[config.mk]
export PLATFORM = sky130hd
export DESIGN_NAME = dmem_arbiter
export DESIGN_NICKNAME = d
export VERILOG_FILES = /design/src/rtl/dmem_arbiter.sv
export SDC_FILE = /design/constraint.sdc
export NUM_CORES = 1
export LEC_CHECK = 0
export BUFFER_PORTS_ARGS = -buffer_cell sky130_fd_sc_hd__clkbuf_2
export CAP_MARGIN = 20
export CORE_AREA = 2 2 84 86
export CTS_CLUSTER_SIZE = 14
export DETAILED_ROUTE_END_ITERATION = 16
export DIE_AREA = 0 0 86 88
export PLACE_DENSITY_LB_ADDON = 0.1
export SLEW_MARGIN = 20
export SYNTH_ARGS = -nofsm -noshare
export SYNTH_HDL_FRONTEND = slang
export SYNTH_SLANG_ARGS = --single-unit
[constraint.sdc]
create_clock -name clk -period 4.5 [get_ports clk]
set_clock_uncertainty 0.1 [all_clocks]
set_input_delay 0.45 -clock clk [delete_from_list [all_inputs] [get_ports clk]]
set_output_delay 0.45 -clock clk [all_outputs]
set_load 0.005 [all_outputs]
[src/rtl/dmem_arbiter.sv]
// Two-port arbiter for the data-memory RAM: round-robin or fixed priority with port locking.
// A 2-stage tag pipeline steers each registered read result back to the port that issued it.
module dmem_arbiter #(
   parameter int ADDR_W     = 4,
   parameter int DATA_W     = 32,
   parameter int FIXED_PRIO = 0
) (
   input  logic              clk,
   input  logic              reset,
   input  logic              p0_req,
   input  logic              p0_we,
   input  logic              p0_lock,
   input  logic [ADDR_W-1:0] p0_addr,
   input  logic [DATA_W-1:0] p0_wdata,
   input  logic              p1_req,
   input  logic              p1_we,
   input  logic              p1_lock,
   input  logic [ADDR_W-1:0] p1_addr,
   input  logic [DATA_W-1:0] p1_wdata,
   output logic              p0_gnt,
   output logic              p1_gnt,
   output logic              p0_rvalid,
   output logic              p1_rvalid,
   output logic [DATA_W-1:0] p0_rdata,
   output logic [DATA_W-1:0] p1_rdata,
   output logic [ADDR_W-1:0] ram_addr,
   output logic [DATA_W-1:0] ram_dataIn,
   output logic              ram_we,
   output logic              ram_enable,
   output logic              ram_re,
   output logic              ram_reset,
   input  logic [DATA_W-1:0] ram_dataOut
);

   // state | meaning
   // IDLE  | no owner, normal arbitration
   // LOCK0 | port 0 owns the RAM while p0_lock stays high
   // LOCK1 | port 1 owns the RAM while p1_lock stays high
   typedef enum logic [1:0] {IDLE, LOCK0, LOCK1} lock_state_e;

   lock_state_e lock_q, lock_d;
   logic        prio_q, prio_d;
   logic        s1_valid_q, s1_valid_d, s1_id_q, s1_id_d;
   logic        s2_valid_q, s2_id_q;
   logic        elig0, elig1, p1_wins;

   always_ff @(posedge clk) begin
      if (reset) begin
         lock_q <= IDLE;
      end else begin
         lock_q <= lock_d;
      end
   end

   always_comb begin
      lock_d = IDLE;
      case (lock_q)
         LOCK0:   if (p0_lock) lock_d = LOCK0;
         LOCK1:   if (p1_lock) lock_d = LOCK1;
         default: lock_d = IDLE;
      endcase
      // A released lock may be re-entered by the transfer of the same cycle
      if (lock_d == IDLE) begin
         if (p0_gnt && p0_lock) begin
            lock_d = LOCK0;
         end else if (p1_gnt && p1_lock) begin
            lock_d = LOCK1;
         end
      end
   end

   always_comb begin
      elig0   = p0_req && !reset && !(lock_q == LOCK1 && p1_lock);
      elig1   = p1_req && !reset && !(lock_q == LOCK0 && p0_lock);
      p1_wins = (FIXED_PRIO != 0) ? 1'b0 : prio_q;
      p0_gnt  = elig0 && (!elig1 || !p1_wins);
      p1_gnt  = elig1 && (!elig0 || p1_wins);
   end

   always_comb begin
      prio_d = prio_q;
      if (p0_gnt) begin
         prio_d = 1'b1;
      end else if (p1_gnt) begin
         prio_d = 1'b0;
      end
      s1_valid_d = (p0_gnt || p1_gnt) && !ram_we;
      s1_id_d    = p1_gnt;
   end

   always_ff @(posedge clk) begin
      if (reset) begin
         prio_q     <= 1'b0;
         s1_valid_q <= 1'b0;
         s1_id_q    <= 1'b0;
         s2_valid_q <= 1'b0;
         s2_id_q    <= 1'b0;
      end else begin
         prio_q     <= prio_d;
         s1_valid_q <= s1_valid_d;
         s1_id_q    <= s1_id_d;
         s2_valid_q <= s1_valid_q;
         s2_id_q    <= s1_id_q;
      end
   end

   always_comb begin
      ram_addr   = '0;
      ram_dataIn = '0;
      ram_we     = 1'b0;
      if (p0_gnt) begin
         ram_addr   = p0_addr;
         ram_dataIn = p0_wdata;
         ram_we     = p0_we;
      end else if (p1_gnt) begin
         ram_addr   = p1_addr;
         ram_dataIn = p1_wdata;
         ram_we     = p1_we;
      end
   end

   // Masking with reset drops any read still in flight when reset arrives
   assign ram_enable = p0_gnt || p1_gnt;
   assign ram_re     = s1_valid_q && !reset;
   assign ram_reset  = reset;
   assign p0_rvalid  = s2_valid_q && !s2_id_q && !reset;
   assign p1_rvalid  = s2_valid_q && s2_id_q && !reset;
   assign p0_rdata   = p0_rvalid ? ram_dataOut : '0;
   assign p1_rdata   = p1_rvalid ? ram_dataOut : '0;

endmodule

# [Word-level counts from Yosys, hierarchy flattened]
# Index checks and enable logic that the tools add are counted.
[word_totals] reg_bits=7 output_inout_bits=108 word_cells=53
[classes] eq_ne=2 mux=16 reduce_logical=29
[ops] cell="$mux W32" count=4
[ops] cell="$logic_and A1 B1 Y1" count=16
[ops] cell="$logic_not A1 Y1" count=8
[ops] cell="$mux W2" count=4
[ops] cell="$mux W4" count=2
[ops] cell="$mux W1" count=5
[ops] cell="$pmux W2 S2" count=1
[ops] cell="$logic_or A1 B1 Y1" count=3
[ops] cell="$eq A2 B1 Y1 const B" count=1
[ops] cell="$eq A2 B2 Y1 const B" count=1
[ops] cell="$logic_not A2 Y1" count=1
[ops] cell="$reduce_bool A2 Y1" count=1

# [Logic depth before layout (Yosys ltp)]
# Gate-level depths: netlist (run 1).
[depth] ltp_word=11 ltp_mapped=6 ltp_nobuf=5

# [Worst setup path before layout (run 1)]
# OpenSTA, ideal clock, no wires.
[synth_path] path_kind="reg-to-output" from="register lock_q[0]" to="output port ram_addr[3]" t_arrival_ns=1.323 required_time_ns=3.950 setup_slack_ns=2.627 path_stages_with_launch=7 n_path_buf=1 path_cell_list="dfxtp_1 inv_1 ha_1 a21bo_4 o21bai_4 buf_6 o32ai_2"
[synth_between] elab_chain_cells=9 word_cells_on_any_way=16 classes_between="eq/ne (2); mux (2); reduce/logical (12)"
[synth_rtl] element="start, declared" line="41" rtl="lock_state_e lock_q, lock_d;"
[synth_rtl] element="start signal, assigned" line="51" rtl="lock_q <= lock_d;"
[synth_rtl] element="$eq A2 B2 Y1" line="73" rtl="elig0 = p0_req && !reset && !(lock_q == LOCK1 && p1_lock);"
[synth_rtl] element="$logic_and A1 B1 Y1" line="73"
[synth_rtl] element="$logic_not A1 Y1" line="73"
[synth_rtl] element="$logic_and A1 B1 Y1" line="73"
[synth_rtl] element="$logic_not A1 Y1" line="77" rtl="p1_gnt = elig1 && (!elig0 || p1_wins);"
[synth_rtl] element="$logic_or A1 B1 Y1" line="77"
[synth_rtl] element="$logic_and A1 B1 Y1" line="77"
[synth_rtl] element="$mux W4" line="115" rtl="end else if (p1_gnt) begin"
[synth_rtl] element="$mux W4 (*)" line="111" rtl="if (p0_gnt) begin"
[synth_rtl] element="end, declared" line="26" rtl="output logic [ADDR_W-1:0] ram_addr,"
# Every way passes the cells marked *; elsewhere a longest branch is shown, timed or not.

# [Worst setup path in the final report (run 1)]
[layout_path] from="register lock_q[1]" to="output port ram_dataIn[25]"
[layout_between] elab_chain_cells=9 word_cells_on_any_way=16 classes_between="eq/ne (2); mux (2); reduce/logical (12)"
[layout_rtl] element="$eq A2 B2 Y1" line="73"
[layout_rtl] element="$logic_and A1 B1 Y1" line="73"
[layout_rtl] element="$logic_not A1 Y1" line="73"
[layout_rtl] element="$logic_and A1 B1 Y1" line="73"
[layout_rtl] element="$logic_not A1 Y1" line="77"
[layout_rtl] element="$logic_or A1 B1 Y1" line="77"
[layout_rtl] element="$logic_and A1 B1 Y1" line="77"
[layout_rtl] element="$mux W32" line="115"
[layout_rtl] element="$mux W32 (*)" line="111"
[layout_rtl] element="end, declared" line="27" rtl="output logic [DATA_W-1:0] ram_dataIn,"
# Marks and branches as above.

==> results.txt, run 1 <==
----------------------------------------------------
[Status]
  Status ... finished clean

[Power and ir drop]
  Switching pwr ... 0.000124 W
  Relative contribution of sequential cells to total power ... 18.9%
  Switching part of the total power ... 34.6%
  Maximum VDD drop ... 0.0706 mV
  PD cells ... 118 nW/um^2
  Leakage ... 1.73 nW
  Clk pwr share ... 24.0%
  Combinational power share ... 57.1%
  Internal power ... 0.000234 W

[Timing]
  Part of the cycle the worst path needs ... 65.2%
  Final setup violation count ... 0
  RSZ-0062 raised after global routing ... false
  Worst Tran Pin Value ... 868 ps
  Final Critical Period ... 2940 ps
  Normalized max-slew margin ... 42.2%
  Worst hold slack across all endpoints ... 341 ps
  Slack of the critical path ... 1560 ps
  Timing-limited maximum frequency ... 0.341 GHz
  Final-layout setup total negative slack ... 0 ps
  Final Hold Vio Count ... 0
  Max-slew violation count ... 0

[Global route]
  Global-route wire length before repair ... 8890 microns
  Overall global routing resource usage ... 14.3%
  Total gr overflow ... 0
  Pin count of the biggest net entering global routing ... 82
  Number of global-route vias before repair ... 1,885
  Number of antenna violations at the first check in global routing ... 0

[Die]
  Top-level port count ... 220
  Die footprint ... 7570 sq um
  Die width ... 86 microns
  Placeable Area ... 6640 sq um
  Effective utilization at floorplan ... 28.5%
  Row Count ... 30
  Vertical die dimension ... 88 microns

[Place]
  Port bufs ... 219
  Placed wire-length estimate ... 5090 microns
  Setup WS pre-CTS ... 1760 ps
  Last weighted congestion value of the routability-driven placer ... 0.723

[Logic synthesis]
  Unique cell type count in the Yosys netlist ... 21
  Netlist area before placement ... 1900 sq um
  Total of flip-flops plus latches after synthesis ... 7
  Dominant combinational cell family by area after synthesis ... simple AND/OR/NAND/NOR gates
  Post-Synth Simple-Gate Area ... 38.3%
  Fraction of the mapped netlist area in compound gates ... 37.0%
  Count of warnings emitted by yosys ... 0
  Fraction of the mapped netlist area in adder cells ... 1.32%
  XOR/XNOR share of the synthesized area ... 0%
  Fraction of synthesized area in multiplexers ... 0%
  Proportion of synthesized chip area in sequential cells ... 7.39%
  Post-Syn Nets ... 349
  Library cell with the largest summed area after synthesis ... sky130_fd_sc_hd__o32ai_2
  Largest cells by area after synthesis ... sky130_fd_sc_hd__o32ai_2 (33%), sky130_fd_sc_hd__and2_1 (21%), sky130_fd_sc_hd__nand2b_1 (13%)
  Synth Instances ... 235
  Average size of a mapped cell ... 8.07 sq um
  Area share of the largest cell type after synthesis ... 32.6%

[CTS]
  PostCTS Resize Cnt ... 0
  Reg clk slew, reported paths ... 40 ps
  Quantity of hold-fixing buffers added after cts ... 0
  Clk Latency, worst-skew pair ... 220 ps
  Inserted Clock Buffers ... 3
  CTS root buffer ... sky130_fd_sc_hd__clkbuf_8
  Sinks on the clock net ... 7
  TritonCTS clock tree ... done
  H-tree Lvls ... 1
  Max Buffers Root-to-Sink ... 2
  Post-CTS Repair Setup Buffers ... 0

[Drt]
  Count of vias placed by the detailed router ... 2,287
  Total length of routed wires ... 6130 microns
  Router iterations before antenna repair ... 4
  Number of nets with antenna violations after routing ... 0
  DR vias/cell ... 4.41
  Starting DRC count in detailed routing ... 32
  Routed wire per std cell ... 11.8 microns
  Residual DRC ... 0

[Finish]
  Area added between synthesis and finish ... 59.5%
  Count of fill cells added during filler insertion ... 694
  Post-layout utilization of the core ... 45.5%
  Fraction of final layout cells sized beyond drive strength 1 ... 61.7%
  NumNets Final ... 554
  Antenna Cells ... 0

[Setup path]
  Setup crit start ... lock_q[1]
  Critical path fanouts, max ... 24
  Reg2reg start ... lock_q[0]
  Type of destination of the critical path ... output pin
  Arrival time of the worst setup path ... 2390 ps
  Crit start category ... flop
  Worst setup path category ... flop to output pin
  CP Data Required Time ... 3950 ps

[Min path]
  Worst min-delay path category ... flop to flop
  Source of the worst hold timing path ... s1_id_q

[Run]
  Max-cap violations ... 0

----------------------------------------------------
## stage by stage
stage | total power, W | instance area [sq um] | cells
6_report | 0.000358 | 3030 | 519
5_1_grt | 0.000387 | 3030 | 519
4_1_cts | 0.000364 | 3030 | 519
3_5_place_dp | 0.000276 | 2980 | 515
3_3_place_gp | 0.000274 | 2980 | 515
2_1_floorplan | 0.000192 | 1900 | 235
## synth_stat cells
library cell               count
sky130_fd_sc_hd__and2_1       64
sky130_fd_sc_hd__inv_1        40
sky130_fd_sc_hd__nand2b_1     40
sky130_fd_sc_hd__o32ai_2      38
sky130_fd_sc_hd__buf_2        11
sky130_fd_sc_hd__dfxtp_1       7
sky130_fd_sc_hd__buf_4         5
sky130_fd_sc_hd__a21oi_1       4
sky130_fd_sc_hd__buf_6         4
sky130_fd_sc_hd__clkbuf_1      4
sky130_fd_sc_hd__nor2_1        3
sky130_fd_sc_hd__nor2b_1       3
sky130_fd_sc_hd__ha_1          2
sky130_fd_sc_hd__o21bai_4      2
sky130_fd_sc_hd__or2b_1        2
sky130_fd_sc_hd__a21bo_2       1
sky130_fd_sc_hd__a21bo_4       1
sky130_fd_sc_hd__and3b_1       1
sky130_fd_sc_hd__nand2_1       1
sky130_fd_sc_hd__nor3b_2       1
sky130_fd_sc_hd__or2_2         1
## cell type report
type                            instances  area, sq um  share of cell area [%]
Timing Repair Buffer                  224         1140                    37.6
Sequential cell                         7          140                    4.63
Inverter                               40          150                    4.96
Clock buffer                            4         45.0                    1.49
Tap cell                               80          100                    3.31
Multi-Input combinational cell        164         1450                    48.1
## flip-flops by register name, indices dropped and copies added, names as in the netlist
| name | flops |
|---|---|
| lock_q | 2 |
| s1_id_q | 1 |
| s1_valid_q | 1 |
| p1_wins | 1 |
| s2_id_q | 1 |
| s2_valid_q | 1 |
## power groups by stage
| stage | logic, W | registers, W | clock network, W |
|---|---|---|---|
| after global placement | 0.000205 | 0.0000684 | 0 |
| after floorplan | 0.000123 | 0.0000682 | 0 |
| after detailed placement | 0.000208 | 0.0000686 | 0 |
| final | 0.000204 | 0.0000676 | 0.0000859 |
| after global routing | 0.000226 | 0.0000678 | 0.0000936 |
| after CTS | 0.000208 | 0.0000676 | 0.0000881 |
## cells by family after synthesis
family | count (synthesis)
fa+ha+maj | 2
simple gates | 116
compound gates | 46
flops | 7
buf+inv | 64
## cell usage in the layout (no fill, tap or decap), types with 2 or more instances in the layout
master,n
sky130_fd_sc_hd__clkbuf_2,218
sky130_fd_sc_hd__and2_1,64
sky130_fd_sc_hd__inv_1,40
sky130_fd_sc_hd__nand2b_1,40
sky130_fd_sc_hd__o32ai_2,38
sky130_fd_sc_hd__dfxtp_1,7
sky130_fd_sc_hd__buf_4,6
sky130_fd_sc_hd__a21oi_1,4
sky130_fd_sc_hd__nor2_1,3
sky130_fd_sc_hd__nor2b_1,3
sky130_fd_sc_hd__clkbuf_8,3
sky130_fd_sc_hd__o21bai_4,2
sky130_fd_sc_hd__or2b_1,2
sky130_fd_sc_hd__ha_1,2
## worst max-delay path, stage by stage, from the launching register on
cell,delay [ps]
sky130_fd_sc_hd__dfxtp_1,320
sky130_fd_sc_hd__inv_1,40
sky130_fd_sc_hd__ha_1,180
sky130_fd_sc_hd__a21bo_2,240
sky130_fd_sc_hd__o21bai_4,680
sky130_fd_sc_hd__buf_4,420
sky130_fd_sc_hd__o32ai_2,120
sky130_fd_sc_hd__clkbuf_2,150
## metal layers
layer | GRT usage (%) | wire length (microns) | vias up | part of all wire [%]
met4 | 3.46 | 57 | 0 | 0.93
met3 | 3.30 | 649 | 4 | 11
li1 | - | - | 1178 | -
met1 | 16.1 | 2210 | 972 | 36
met2 | 27.1 | 3210 | 133 | 52
met5 | 0 | 0 | - | 0
## final timing paths
check,to,slack [ps],depth (start not counted)
max,ram_dataIn[25],1560,7
min,s2_id_q,340,1
max reg2reg,s1_valid_q,2580,6
min reg2reg,s2_id_q,340,1
Note: power is estimated with default switching activity, not from simulation.
==> run 2, diff against run 1 <==
--- a/config.mk
+++ b/config.mk
@@ -5,6 +5,7 @@
 export SDC_FILE = /design/constraint.sdc
 export NUM_CORES = 1
 export LEC_CHECK = 0
+export ABC_AREA = 1
 export BUFFER_PORTS_ARGS = -buffer_cell sky130_fd_sc_hd__clkbuf_2
 export CAP_MARGIN = 20
 export CORE_AREA = 2 2 84 86
==> constraint.sdc (replaced) <==
create_clock -name clk -period 2.6 [get_ports clk]
set_clock_uncertainty 0.1 [all_clocks]
set_input_delay 0.26 -clock clk [delete_from_list [all_inputs] [get_ports clk]]
set_output_delay 0.26 -clock clk [all_outputs]
set_load 0.005 [all_outputs]
==> results.txt, run 2 <==
----------------------------------------------------
[CTS]
  Clk Latency, worst-skew pair ... 230 ps (about the same)
  Reg clk slew, reported paths ... 40 ps (about the same)
  Max Buffers Root-to-Sink ... 2 (unchanged)
  TritonCTS clock tree ... done
  CTS root buffer ... sky130_fd_sc_hd__clkbuf_8
  Sinks on the clock net ... 7 (unchanged)
  Inserted Clock Buffers ... 3 (unchanged)
  H-tree Lvls ... 1 (unchanged)
  Post-CTS Repair Setup Buffers ... 0 (unchanged)
  Quantity of hold-fixing buffers added after cts ... 0 (unchanged)
  PostCTS Resize Cnt ... 0 (unchanged)

[Global route]
  Total gr overflow ... 0 (unchanged)
  Number of antenna violations at the first check in global routing ... 0 (unchanged)
  Overall global routing resource usage ... 12.7% (-1.6 points)
  Number of global-route vias before repair ... 1,842 (-2.3%)
  Pin count of the biggest net entering global routing ... 39 (-52%)
  Global-route wire length before repair ... 7850 microns (-12%)

[Drt]
  Router iterations before antenna repair ... 4 (unchanged)
  Routed wire per std cell ... 9.71 microns (-18%)
  Starting DRC count in detailed routing ... 39 (+22%)
  Number of nets with antenna violations after routing ... 0 (unchanged)
  Residual DRC ... 0 (unchanged)
  Total length of routed wires ... 5490 microns (-11%)
  DR vias/cell ... 4.01 (-8.9%)
  Count of vias placed by the detailed router ... 2,267 (-0.87%)

[Logic synthesis]
  Fraction of the mapped netlist area in compound gates ... 2.44% (-35 points)
  Commonest cells in the netlist ... sky130_fd_sc_hd__nand2_1 (116), sky130_fd_sc_hd__nor2_1 (70), sky130_fd_sc_hd__inv_1 (48)
  Largest cells by area after synthesis ... sky130_fd_sc_hd__nand2_1 (34%), sky130_fd_sc_hd__nor2_1 (20%), sky130_fd_sc_hd__inv_1 (14%)
  Dominant cell by count in the synthesized netlist ... sky130_fd_sc_hd__nand2_1
  Average size of a mapped cell ... 4.65 sq um (-42%)
  Fraction of the mapped netlist area in adder cells ... 1.95% (+0.63 points)
  Dominant combinational cell family by area after synthesis ... simple AND/OR/NAND/NOR gates
  Fraction of synthesized area in multiplexers ... 0% (unchanged)
  Synth Instances ... 276 (+17%)
  Proportion of synthesized chip area in sequential cells ... 10.9% (+3.5 points)
  Async S/R FF share, synth ... 0% (unchanged)
  XOR/XNOR share of the synthesized area ... 0% (unchanged)
  Main synth FF type ... sky130_fd_sc_hd__dfxtp_1
  Total of flip-flops plus latches after synthesis ... 7 (unchanged)
  Post-Synth Simple-Gate Area ... 61.0% (+23 points)
  Count of warnings emitted by yosys ... 0 (unchanged)
  Netlist area before placement ... 1280 sq um (-32%)
  Library cell with the largest summed area after synthesis ... sky130_fd_sc_hd__nand2_1
  Unique cell type count in the Yosys netlist ... 21 (unchanged)
  Number of synthesized flops with an enable pin ... 0 (unchanged)
  Area share of the largest cell type after synthesis ... 33.9% (+1.3 points)
  Post-Syn Nets ... 390 (+12%)

[Setup path]
  Worst setup path category ... flop to output pin
  Type of destination of the critical path ... output pin
  CP Data Required Time ... 2240 ps (-1710 ps)
  Crit start category ... flop
  Critical path fanouts, max ... 38 (+58%)
  Arrival time of the worst setup path ... 1930 ps (-460 ps)

[Place]
  Setup WS pre-CTS ... 514 ps (-1240 ps)
  Port bufs ... 219 (unchanged)
  Post-Place Cells ... 561 (+8.9%)
  Last weighted congestion value of the routability-driven placer ... 0.746 (+3.3%)
  Placed wire-length estimate ... 4770 microns (-6.3%)

[Finish]
  NumNets Final ... 600 (+8.3%)
  Fraction of final layout cells sized beyond drive strength 1 ... 47.4% (-14 points)
  Flip-flop count of the largest register after layout ... 2 (unchanged)
  Final Instance Count excl. Fillers ... 565 (+8.9%)
  Post-layout utilization of the core ... 36.4% (-9.1 points)
  Area added between synthesis and finish ... 88.4%
  Count of fill cells added during filler insertion ... 769 (+11%)
  Antenna Cells ... 0 (unchanged)
  Top library cells by usage in the layout, fill and taps aside ... sky130_fd_sc_hd__clkbuf_2 (219), sky130_fd_sc_hd__nand2_1 (116), sky130_fd_sc_hd__nor2_1 (70)
  Largest reg by FF count ... lock_q
  Most common library cell in the layout ignoring fill and taps ... sky130_fd_sc_hd__clkbuf_2

[Timing]
  Final-layout setup total negative slack ... 0 ps (unchanged)
  Worst Tran Pin Value ... 910 ps (+42.4 ps)
  RSZ-0062 raised after global routing ... false
  Timing-limited maximum frequency ... 0.437 GHz
  Slack of the critical path ... 311 ps (-1250 ps)
  Final Critical Period ... 2290 ps
  Part of the cycle the worst path needs ... 88.0%
  Normalized max-slew margin ... 39.3% (-2.9 points)
  Final setup violation count ... 0 (unchanged)
  Max-slew violation count ... 0 (unchanged)
  Final Hold Vio Count ... 0 (unchanged)

[Power and ir drop]
  Maximum VDD drop ... 0.133 mV (+89%)
  Leakage ... 1.80 nW (+4.4%)
  PD cells ... 221 nW/um^2 (+87%)

[Status]
  Status ... finished clean

[Die]
  Die footprint ... 7570 sq um (unchanged)
  Placeable Area ... 6640 sq um (unchanged)
  Top-level port count ... 220 (unchanged)
  Row Count ... 30 (unchanged)
  Die width ... 86 microns (unchanged)
  Vertical die dimension ... 88 microns (unchanged)
  Effective utilization at floorplan ... 19.3% (-9.2 points)

[Run]
  Max-cap violations ... 0 (unchanged)

[Min path]
  Worst min-delay path category ... input port to flop

----------------------------------------------------
==> run 2: power by group <==
group | switching (W) | total (W) | internal [W] | leakage [nW]
Combinational | 0.000131 | 0.000261 | 0.000130 | 1.72
Clock | 0.0000502 | 0.000157 | 0.000106 | 0.0228
Sequential | 0.00000298 | 0.000117 | 0.000114 | 0.0576
Total | 0.000185 | 0.000534 | 0.000350 | 1.80
==> run 2: path summary, 6_finish.rpt <==
check	start	to	slack, ps	cells past startpoint
setup / recovery	lock_q[1]	ram_dataIn[24]	310	10
hold reg to reg	s1_id_q	s2_id_q	310	2
hold / removal	p0_lock	lock_q[0]	210	3
setup reg to reg	lock_q[1]	p1_wins	910	8
==> run 2: critical path, cell delays in order (launching register included) <==
cell and delay [ps]:
sky130_fd_sc_hd__dfxtp_1 320, sky130_fd_sc_hd__inv_1 50, sky130_fd_sc_hd__ha_1 170, sky130_fd_sc_hd__nand2_1 70, sky130_fd_sc_hd__inv_1 100, sky130_fd_sc_hd__nor2_8 130
sky130_fd_sc_hd__nand2_2 80, sky130_fd_sc_hd__inv_2 440, sky130_fd_sc_hd__nand2_1 100, sky130_fd_sc_hd__nand2_1 120, sky130_fd_sc_hd__clkbuf_2 120
==> run 2: logic make-up (layout without fill, tap and decap cells) <==
kind of cell | count (synthesis) | in the layout
AOI/OAI and AO/OA | 4 | 4
and+or+nand+nor | 198 | 198
adders and majority gates | 2 | 2
buffers and inverters | 65 | 274
DFF | 7 | 7
==> run 2: final cells by class <==
| cell class | count | area [sq um] | share of cell area, % |
|---|---|---|---|
| clock buffers | 4 | 45.0 | 1.86 |
| flip-flops and latches | 7 | 140 | 5.79 |
| inverters | 50 | 190 | 7.86 |
| repair buffers | 220 | 1100 | 45.6 |
| multi-input cells | 204 | 840 | 34.7 |
| well taps | 80 | 100 | 4.14 |
==> run 2: per-layer routing <==
| metal | wire length, microns | vias to the layer above | track usage [%] |
|---|---|---|---|
| met1 | 1800 | 935 | 11.7 |
| met2 | 3040 | 132 | 26.7 |
| met5 | 0 | - | 0 |
| li1 | - | 1194 | - |
| met3 | 569 | 6 | 2.92 |
| met4 | 80 | 0 | 4.33 |
==> run 2: through the flow <==
step	hold slack [ps]	total power (W)	area (sq um)
after floorplan	288	0.000239	1280
after global placement	312	0.000385	2370
after detailed placement	312	0.000385	2370
after CTS	216	0.000545	2420
after global routing	240	0.000578	2420
final	209	0.000534	2420
==> run 3, diff against run 2 <==
--- a/config.mk
+++ b/config.mk
@@ -5,7 +5,6 @@
 export SDC_FILE = /design/constraint.sdc
 export NUM_CORES = 1
 export LEC_CHECK = 0
-export ABC_AREA = 1
 export BUFFER_PORTS_ARGS = -buffer_cell sky130_fd_sc_hd__clkbuf_2
 export CAP_MARGIN = 20
 export CORE_AREA = 2 2 84 86
==> results.txt, run 3 (synthesis results as in run 1) <==
----------------------------------------------------
[Global route]
  Overall global routing resource usage ... 14.4% (+1.8 points)
  Met2 Track Usage GR ... 28.3% (+1.6 points)
  Pin count of the biggest net entering global routing ... 66 (+69%)
  Global Route met1 Usage ... 15.0% (+3.4 points)
  Total gr overflow ... 0 (unchanged)
  Met3 global-route usage ... 4.05% (+1.1 points)
  Most heavily used metal layer in global routing ... met2
  Number of global-route vias before repair ... 1,971 (+7.0%)
  Global-route wire length before repair ... 8990 microns (+15%)
  Number of antenna violations at the first check in global routing ... 0 (unchanged)

[Setup path]
  Crit start category ... flop
  Critical path fanouts, max ... 27 (-29%)
  CP Data Required Time ... 2240 ps (about the same)
  Arrival time of the worst setup path ... 1880 ps (-50 ps)
  Setup slack of the worst register-to-register path ... 930 ps (+20 ps)
  Reg2reg start ... lock_q[0]
  Terminus of the critical flop-to-flop path ... s1_valid_q
  Worst setup path category ... flop to output pin
  Logic depth of the worst register-to-register path ... 6 (-2)
  Type of destination of the critical path ... output pin

[Power and ir drop]
  PD cells ... 205 nW/um^2 (-7.1%)
  Internal power ... 0.000408 W (+17%)
  Leakage ... 1.74 nW (-3.4%)
  Switching part of the total power ... 34.8% (+0.29 points)
  Combinational power share ... 57.2% (+8.4 points)
  Maximum VDD drop ... 0.117 mV (-12%)
  Clk pwr share ... 24.2% (-5.1 points)
  Relative contribution of sequential cells to total power ... 18.7% (-3.2 points)
  Switching pwr ... 0.000218 W (+18%)

[Finish]
  Final Instance Count excl. Fillers ... 521 (-7.8%)
  Area added between synthesis and finish ... 60.9%
  Fraction of final layout cells sized beyond drive strength 1 ... 61.9% (+14 points)
  Top library cells by usage in the layout, fill and taps aside ... sky130_fd_sc_hd__clkbuf_2 (218), sky130_fd_sc_hd__and2_1 (64), sky130_fd_sc_hd__inv_1 (40), sky130_fd_sc_hd__nand2b_1 (40), sky130_fd_sc_hd__o32ai_2 (38)
  Antenna Cells ... 0 (unchanged)
  Largest reg by FF count ... lock_q
  NumNets Final ... 556 (-7.3%)
  Flip-flop count of the largest register after layout ... 2 (unchanged)
  Most common library cell in the layout ignoring fill and taps ... sky130_fd_sc_hd__clkbuf_2

[Timing]
  Final Hold Vio Count ... 0 (unchanged)
  Part of the cycle the worst path needs ... 86.2% (-1.8 points)
  Max-slew violation count ... 0 (unchanged)
  Timing-limited maximum frequency ... 0.446 GHz (+2.1%)
  Final setup violation count ... 0 (unchanged)
  Worst Tran Pin Value ... 425 ps (-485 ps)
  Normalized max-slew margin ... 71.7% (+32 points)
  RSZ-0062 raised after global routing ... false
  Final Critical Period ... 2240 ps (-47.4 ps)
  Slack of the critical path ... 359 ps (+47.4 ps)
  Final-layout setup total negative slack ... 0 ps (unchanged)

[Place]
  Setup WS pre-CTS ... 580 ps (+65.9 ps)
  Port bufs ... 219 (unchanged)
  Post-Place Cells ... 517 (-7.8%)
  Placed wire-length estimate ... 5160 microns (+8.1%)
  Last weighted congestion value of the routability-driven placer ... 0.699 (-6.4%)

[Min path]
  Hold Path Depth ... 3 (unchanged)
  Worst min-delay path category ... input port to flop
  Hold Crit Endpoint ... lock_q[0]
  Source of the worst hold timing path ... p0_lock

[CTS]
  Inserted Clock Buffers ... 3 (unchanged)
  Max Buffers Root-to-Sink ... 2 (unchanged)
  TritonCTS clock tree ... done
  PostCTS Resize Cnt ... 0 (unchanged)
  Post-CTS Repair Setup Buffers ... 0 (unchanged)
  CTS root buffer ... sky130_fd_sc_hd__clkbuf_8
  Quantity of hold-fixing buffers added after cts ... 0 (unchanged)
  H-tree Lvls ... 1 (unchanged)
  Clk Latency, worst-skew pair ... 230 ps (about the same)
  Reg clk slew, reported paths ... 40 ps (about the same)
  Sinks on the clock net ... 7 (unchanged)

[Die]
  Vertical die dimension ... 88 microns (unchanged)
  Die footprint ... 7570 sq um (unchanged)
  Placeable Area ... 6640 sq um (unchanged)
  Die width ... 86 microns (unchanged)
  Effective utilization at floorplan ... 28.5% (+9.2 points)
  Top-level port count ... 220 (unchanged)
  Row Count ... 30 (unchanged)

[Drt]
  Residual DRC ... 0 (unchanged)
  Router iterations before antenna repair ... 4 (unchanged)
  DR vias/cell ... 4.41 (+10%)
  Count of vias placed by the detailed router ... 2,300 (+1.5%)
  Routed wire per std cell ... 11.9 microns (+22%)
  Number of nets with antenna violations after routing ... 0 (unchanged)
  Starting DRC count in detailed routing ... 30 (-23%)
  Total length of routed wires ... 6190 microns (+13%)

[Run]
  Max-cap violations ... 0 (unchanged)

[Status]
  Status ... finished clean

----------------------------------------------------
[run 3: cell types whose count changed in the layout (fill, tap and decap cells not counted), moves of 2 or more]
cell / delta
sky130_fd_sc_hd__inv_1: -8
sky130_fd_sc_hd__buf_4: +6
sky130_fd_sc_hd__nor2b_1: +3
sky130_fd_sc_hd__nor3_1: -2
sky130_fd_sc_hd__o32ai_2: +38
sky130_fd_sc_hd__and2_1: +64
sky130_fd_sc_hd__o21bai_4: +2
sky130_fd_sc_hd__nand2_1: -115
sky130_fd_sc_hd__a21oi_1: +2
sky130_fd_sc_hd__nand3_1: -5
sky130_fd_sc_hd__nand2b_1: +40
sky130_fd_sc_hd__or2b_1: +2
sky130_fd_sc_hd__nor2_1: -67
[run 3: how the worst max path moves through the flow]
stage | endpoint | startpoint | cells past startpoint
floorplan | ram_addr[3] | lock_q[0] | 6
global placement | ram_we | lock_q[0] | 7
CTS | ram_we | lock_q[0] | 7
global route | ram_we | lock_q[0] | 7
finish | ram_we | lock_q[0] | 7
detailed placement | ram_we | lock_q[0] | 7
[run 3: critical path, cell delays in order, from the launching register on]
cell                       delay (ps)
sky130_fd_sc_hd__dfxtp_1          320
sky130_fd_sc_hd__inv_1             40
sky130_fd_sc_hd__ha_1             220
sky130_fd_sc_hd__a21bo_4          240
sky130_fd_sc_hd__o21bai_4         170
sky130_fd_sc_hd__buf_4            260
sky130_fd_sc_hd__o32ai_2          240
sky130_fd_sc_hd__clkbuf_2         160
[run 3: layer usage]
layer | routed length (microns) | vias up
met4 | 63 | 0
met2 | 3290 | 131
met3 | 642 | 8
li1 | - | 1181
met1 | 2200 | 980
met5 | 0 | -
[run 3: cell type report]
| cell class | instances | area, sq um |
|---|---|---|
| Timing Repair Buffer | 226 | 1160 |
| Fill cell | 685 | 3590 |
| Clock buffer | 4 | 45.0 |
| Inverter | 40 | 150 |
| Multi-Input combinational cell | 164 | 1450 |
| Tap cell | 80 | 100 |
| Sequential cell | 7 | 140 |
[run 3: power by group through the flow]
stage | combinational (W) | sequential, W | clock (W)
after floorplan | 0.000213 | 0.000118 | 0
after global placement | 0.000359 | 0.000119 | 0
after detailed placement | 0.000364 | 0.000119 | 0
after CTS | 0.000365 | 0.000117 | 0.000157
after global routing | 0.000395 | 0.000117 | 0.000165
final | 0.000358 | 0.000117 | 0.000151
[run 3: metrics by stage]
| stage | hold slack (ps) | utilization, % | instance area [sq um] | total power (W) |
|---|---|---|---|---|
| 2_1_floorplan | 275 | - | 1900 | 0.000332 |
| 3_3_place_gp | 335 | 45.3 | 3010 | 0.000478 |
| 3_5_place_dp | 335 | 45.3 | 3010 | 0.000482 |
| 4_1_cts | 160 | 46.0 | 3050 | 0.000638 |
| 5_1_grt | 173 | 46.0 | 3050 | 0.000677 |
| 6_report | 166 | 46.0 | 3050 | 0.000627 |
